### src/rtl/rf_pkg.sv
// Shared constants and helpers for the register-file write controller.
// Holds the bank geometry and the default data width.
package rf_pkg;

    localparam int NUM_REGS       = 8;
    localparam int ADDR_W         = 3;
    localparam int DEFAULT_DATA_W = 32;

    // Decode a register index into a one-hot bank write enable.
    function automatic logic [NUM_REGS-1:0] addr_to_onehot(input logic [ADDR_W-1:0] addr);
        logic [NUM_REGS-1:0] oh;
        oh       = {NUM_REGS{1'b0}};
        oh[addr] = 1'b1;
        return oh;
    endfunction

endpackage

### src/rtl/rf_wr_fifo.sv
// Circular write queue for rf_write_ctrl.
// Holds storage, pointers and occupancy; caller decides push/pop.
module rf_wr_fifo
    import rf_pkg::*;
#(
    parameter int DEPTH  = 4,
    parameter int DATA_W = DEFAULT_DATA_W
) (
    input  logic                       clk,
    input  logic                       reset,
    input  logic                       push,
    input  logic [ADDR_W-1:0]          push_addr,
    input  logic [DATA_W-1:0]          push_data,
    input  logic                       pop,
    output logic [ADDR_W-1:0]          head_addr,
    output logic [DATA_W-1:0]          head_data,
    output logic [$clog2(DEPTH+1)-1:0] count
);

    localparam int CNT_W = $clog2(DEPTH+1);
    localparam int PTR_W = (DEPTH > 1) ? $clog2(DEPTH) : 1;

    logic [ADDR_W-1:0] addr_mem_q [DEPTH];
    logic [ADDR_W-1:0] addr_mem_d [DEPTH];
    logic [DATA_W-1:0] data_mem_q [DEPTH];
    logic [DATA_W-1:0] data_mem_d [DEPTH];
    logic [PTR_W-1:0]  wr_ptr_q, wr_ptr_d;
    logic [PTR_W-1:0]  rd_ptr_q, rd_ptr_d;
    logic [CNT_W-1:0]  count_q, count_d;
    logic              push_ok_s, pop_ok_s;

    // Explicit wrap so the pointer stays legal even if DEPTH is mis-set.
    function automatic logic [PTR_W-1:0] ptr_next(input logic [PTR_W-1:0] p);
        return (p == PTR_W'(DEPTH-1)) ? {PTR_W{1'b0}} : p + PTR_W'(1);
    endfunction

    // Next-state for storage, pointers and occupancy.
    always_comb begin
        addr_mem_d = addr_mem_q;
        data_mem_d = data_mem_q;
        wr_ptr_d   = wr_ptr_q;
        rd_ptr_d   = rd_ptr_q;
        count_d    = count_q;
        push_ok_s  = push && (count_q < CNT_W'(DEPTH));
        pop_ok_s   = pop && (count_q != {CNT_W{1'b0}});

        if (push_ok_s) begin
            addr_mem_d[wr_ptr_q] = push_addr;
            data_mem_d[wr_ptr_q] = push_data;
            wr_ptr_d             = ptr_next(wr_ptr_q);
        end else begin
            wr_ptr_d = wr_ptr_q;
        end

        if (pop_ok_s) begin
            rd_ptr_d = ptr_next(rd_ptr_q);
        end else begin
            rd_ptr_d = rd_ptr_q;
        end

        case ({push_ok_s, pop_ok_s})
            2'b10:   count_d = count_q + CNT_W'(1);
            2'b01:   count_d = count_q - CNT_W'(1);
            default: count_d = count_q;
        endcase
    end

    // State register with synchronous reset.
    always_ff @(posedge clk) begin
        if (reset) begin
            for (int i = 0; i < DEPTH; i++) begin
                addr_mem_q[i] <= {ADDR_W{1'b0}};
                data_mem_q[i] <= {DATA_W{1'b0}};
            end
            wr_ptr_q <= {PTR_W{1'b0}};
            rd_ptr_q <= {PTR_W{1'b0}};
            count_q  <= {CNT_W{1'b0}};
        end else begin
            addr_mem_q <= addr_mem_d;
            data_mem_q <= data_mem_d;
            wr_ptr_q   <= wr_ptr_d;
            rd_ptr_q   <= rd_ptr_d;
            count_q    <= count_d;
        end
    end

    assign head_addr = addr_mem_q[rd_ptr_q];
    assign head_data = data_mem_q[rd_ptr_q];
    assign count     = count_q;

endmodule

### src/rtl/rf_write_ctrl.sv
// Queued write controller for an 8-entry register bank: one registered one-hot pulse per write.
// Optional RF_WRITE_BYPASS_EN: empty-queue writes skip storage for 1-cycle latency.
module rf_write_ctrl
    import rf_pkg::*;
#(
    parameter int DEPTH  = 4,
    parameter int DATA_W = DEFAULT_DATA_W
) (
    input  logic                       clk,
    input  logic                       reset,
    input  logic                       wr_valid,
    output logic                       wr_ready,
    input  logic [ADDR_W-1:0]          wr_addr,
    input  logic [DATA_W-1:0]          wr_data,
    input  logic                       hold,
    output logic [NUM_REGS-1:0]        en,
    output logic [DATA_W-1:0]          d_in,
    output logic [$clog2(DEPTH+1)-1:0] count
);

    localparam int CNT_W = $clog2(DEPTH+1);

    logic                accept_s, bypass_s, push_s, pop_s, ready_s;
    logic [ADDR_W-1:0]   head_addr_s;
    logic [DATA_W-1:0]   head_data_s;
    logic [CNT_W-1:0]    count_s;
    logic [NUM_REGS-1:0] en_q, en_d;
    logic [DATA_W-1:0]   d_in_q, d_in_d;

    rf_wr_fifo #(
        .DEPTH  (DEPTH),
        .DATA_W (DATA_W)
    ) u_fifo (
        .clk       (clk),
        .reset     (reset),
        .push      (push_s),
        .push_addr (wr_addr),
        .push_data (wr_data),
        .pop       (pop_s),
        .head_addr (head_addr_s),
        .head_data (head_data_s),
        .count     (count_s)
    );

    // Handshake, queue control and output next-state.
    always_comb begin
        ready_s  = (count_s < CNT_W'(DEPTH));
        accept_s = wr_valid && ready_s;
`ifdef RF_WRITE_BYPASS_EN
        bypass_s = accept_s && (count_s == {CNT_W{1'b0}}) && !hold;
`else
        bypass_s = 1'b0;
`endif
        push_s   = accept_s && !bypass_s;
        pop_s    = !hold && (count_s != {CNT_W{1'b0}});
        en_d     = {NUM_REGS{1'b0}};
        d_in_d   = d_in_q;

        if (pop_s) begin
            en_d   = addr_to_onehot(head_addr_s);
            d_in_d = head_data_s;
        end else if (bypass_s) begin
            en_d   = addr_to_onehot(wr_addr);
            d_in_d = wr_data;
        end else begin
            en_d   = {NUM_REGS{1'b0}};
            d_in_d = d_in_q;
        end
    end

    // Registered bank-side outputs.
    always_ff @(posedge clk) begin
        if (reset) begin
            en_q   <= {NUM_REGS{1'b0}};
            d_in_q <= {DATA_W{1'b0}};
        end else begin
            en_q   <= en_d;
            d_in_q <= d_in_d;
        end
    end

    assign wr_ready = ready_s;
    assign en       = en_q;
    assign d_in     = d_in_q;
    assign count    = count_s;

endmodule

### config.mk
export PLATFORM = sky130hd
export DESIGN_NAME = rf_write_ctrl
export DESIGN_NICKNAME = d
export VERILOG_FILES = /design/src/rtl/rf_pkg.sv /design/src/rtl/rf_wr_fifo.sv /design/src/rtl/rf_write_ctrl.sv
export SDC_FILE = /design/constraint.sdc
export NUM_CORES = 1
export LEC_CHECK = 0
export ABC_CLOCK_PERIOD_IN_PS = 5200
export BUFFER_PORTS_ARGS = -buffer_cell sky130_fd_sc_hd__clkbuf_2
export CAP_MARGIN = 20
export CORE_MARGIN = 8
export CORE_UTILIZATION = 40
export CTS_BUF_LIST = sky130_fd_sc_hd__clkbuf_4 sky130_fd_sc_hd__clkbuf_8
export DETAILED_ROUTE_END_ITERATION = 8
export HOLD_SLACK_MARGIN = 0.02
export SETUP_SLACK_MARGIN = 0.02
export SLEW_MARGIN = 10
export SYNTH_ARGS = -nofsm -noshare
export SYNTH_HDL_FRONTEND = slang
export SYNTH_SLANG_ARGS = --single-unit
### constraint.sdc
create_clock -name clk -period 5.2 [get_ports clk]
set_clock_uncertainty 0.2 [all_clocks]
set_input_delay 0.26 -clock clk [delete_from_list [all_inputs] [get_ports clk]]
set_output_delay 0.26 -clock clk [all_outputs]
set_load 0.005 [all_outputs]
==> results.json <==
{
  "ios": 83,
  "clockBufferDepth": 2,
  "outcome": "completed",
  "synth.top_cells.by_count": "281 x nand2_1, 187 x dfxtp_1, 145 x a21oi_1",
  "yosysUniqueCellTypes": 28,
  "layout.nets": 927,
  "die_height_um": 150,
  "max_slew_margin_pct": 29.7,
  "crit_slowest_cell": "dfxtp_2",
  "synthCells": 798,
  "root_buffer": "clkbuf_8",
  "crit_arrival_ps": 2830,
  "timing.critical_path.cells": "buf_4, mux4_2, or4_4, nor2_1",
  "finalWorstSetupSlack_ps": 2560,
  "cts.clk_slew.worst_paths_ps": 90,
  "insertion_delay_ps": 450,
  "setup_viol_count_final": 0,
  "wl_per_cell_um": 16.9,
  "numCtsBuffers": 17,
  "synth_top_cell_area_share_pct": 51.8,
  "grt_pass1_vias": 5684,
  "syn-num-nets": 844,
  "grt_use_total_pct": 17.3,
  "pwr-share-comb_pct": 21.6,
  "p_int_mw": 2.32,
  "startpoint_type": "register",
  "synth_edf_count": 0,
  "grt_pass1_wl_um": 30500,
  "timing.final.crit_share_pct": 50.8,
  "r2r_cells": 4,
  "drt_iter0_markers": 450,
  "path_max_fanout": 24,
  "cts.sinks": 187,
  "wl_met1_um": 8070,
  "core_mm2": 0.0178,
  "post-route-min-period_ps": 2640,
  "syn-mean-instance-area_um2": 9.05,
  "worst_slew_pin_slew_ps": 1050,
  "fin_util_pct": 47.7,
  "yosysSeqAreaShare_pct": 51.8,
  "ys_ff_latch": 187,
  "first_pass_iters": 4,
  "pwr-share-clk_pct": 28.4,
  "hp-class": "in2reg",
  "total_power_mw": 3.33,
  "drc": 0,
  "vias_per_cell": 5.10,
  "die_w_um": 150,
  "powerDensity_mw_per_mm2": 391,
  "whs_ps": 55.0,
  "post-place-ws_ps": 2510,
  "grt_max_degree": 79,
  "wl_met2_um": 9290,
  "wl_met3_um": 1500,
  "power_leakage_nw": 3.11,
  "port_buffers": 82,
  "crit_type": "reg2reg",
  "p_sw_share_pct": 30.4,
  "yosysTopAreaCell": "dfxtp_1",
  "vias": 5714,
  "critPathRequiredTime_ps": 5390,
  "timing.final.hold_violations": 0,
  "wl_um": 19000,
  "ys_warn_count": 0,
  "dpl.hpwl_um": 10700,
  "syn_area_mm2": 0.00723,
  "synth_area_leaders": "dfxtp_1 52%, nand2_1 15%, mux4_2 11%",
  "routed.top_layer": "met4",
  "synth-main-ff-cell": "dfxtp_1",
  "htree_levels": 4,
  "cts_tree": "yes",
  "syn_to_final_growth_pct": 17.8,
  "cpPeakStageDelay_ps": 690,
  "switchingPower_mw": 1.01,
  "ant_nets": 0,
  "dieArea_mm2": 0.0226,
  "synth_most_common_cell": "nand2_1",
  "async_flop_share_pct": 0,
  "drive_above_1_share_pct": 18.4,
  "overflow": 0,
  "n_antenna_cell": 0,
  "slew_violations": 0,
  "maxCapViolCount": 0,
  "row_count": 49,
  "peakVddDrop_uv": 162,
  "whs_path_depth": 3,
  "p_seq_share_pct": 50.0,
  "start_util_pct": 40.5,
  "fmax_mhz": 379,
  "antenna_found_initial": 0,
  "endpoint_kind": "register",
  "gp_congestion": 0.700,
  "rsz0062_at_grt": "false",
  "setup_tns_ps": 0
}
metrics by stage:
stage | area, um^2 | instances
global route | 8510 | 1121
floorplan | 7230 | 798
global placement | 7750 | 1055
detailed placement | 7750 | 1055
finish | 8510 | 1121
CTS | 8490 | 1120
cell usage in the layout (no fill, tap or decap), types with 2 or more instances in the layout:
| cell type | instances |
|---|---|
| xor2_1 | 2 |
| o21ai_0 | 3 |
| clkbuf_2 | 81 |
| dfxtp_1 | 185 |
| dfxtp_2 | 2 |
| nor2_1 | 15 |
| nand3b_1 | 4 |
| ha_1 | 6 |
| inv_1 | 8 |
| a22o_1 | 32 |
| nand2b_1 | 2 |
| mux2i_1 | 2 |
| nand2_1 | 281 |
| dlygate4sd3_1 | 35 |
| mux4_2 | 34 |
| or3_1 | 2 |
| a21oi_1 | 144 |
| and3b_2 | 4 |
| clkbuf_8 | 23 |
| buf_4 | 8 |
| clkinv_2 | 3 |
repair_timing:
item                      in CTS  in global routing
hold endpoints to repair     140                  0
resized for setup              0                  0
buffers inserted               0                  0
hold buffers                  35                  0
layout make-up:
| class | count | area (um^2) |
|---|---|---|
| tap | 229 | 287 |
| timing repair buffer | 125 | 843 |
| clock buffer | 24 | 324 |
| clock inverter | 6 | 61.3 |
| fill | 1717 | 9330 |
| multi-input combinational | 542 | 3220 |
| inverter | 8 | 30.0 |
| sequential | 187 | 3750 |
flip-flops by register name (all words and copies together) (netlist names):
signal	cells
u_fifo.data_mem_q	128
d_in	32
u_fifo.addr_mem_q	12
en	8
u_fifo.count	3
u_fifo.rd_ptr_q	2
u_fifo.wr_ptr_q	2
metal layers:
metal	vias to the layer above	global-route usage, %
met3	9	4.15
met2	153	29.1
met1	2693	21.6
li1	2859	-
met4	0	4.80
met5	-	0
power groups by stage:
stage / logic (mW) / clock network, mW / registers (mW)
2_1_floorplan: 0.528 / 0 / 1.64
3_3_place_gp: 0.686 / 0 / 1.70
3_5_place_dp: 0.698 / 0 / 1.70
4_1_cts: 0.719 / 0.973 / 1.67
5_1_grt: 0.796 / 1.03 / 1.69
6_report: 0.718 / 0.946 / 1.66
final timing paths:
| path | start | end | slack (ps) |
|---|---|---|---|
| worst max-delay path | u_fifo.rd_ptr_q[0] | en[2] | 2560 |
| worst min-delay path | hold | en[6] | 50 |
| worst max register to register | u_fifo.rd_ptr_q[0] | en[2] | 2560 |
| worst min register to register | u_fifo.data_mem_q[45] | u_fifo.data_mem_q[45] | 250 |
critical path, delay by kind of cell, from the launching register on:
kind / cells / cell delay [ps]
simple gates: 2 / 590
buf+inv: 1 / 520
mux: 1 / 570
flops: 1 / 690
cell families (layout without fill, tap and decap cells):
kind of cell / count (synthesis) / after routing / share of synthesized area (%)
AND/OR/NAND/NOR: 316 / 316 / 17.4
flip-flops: 187 / 187 / 51.8
AO/OA/AOI/OAI: 180 / 180 / 14.1
buffers and inverters: 69 / 163 / 3.88
multiplexers: 37 / 37 / 11.2
adder cells (fa/ha/maj): 7 / 7 / 1.32
XOR/XNOR: 2 / 2 / 0.242
Power figures use the tool's default switching activity.
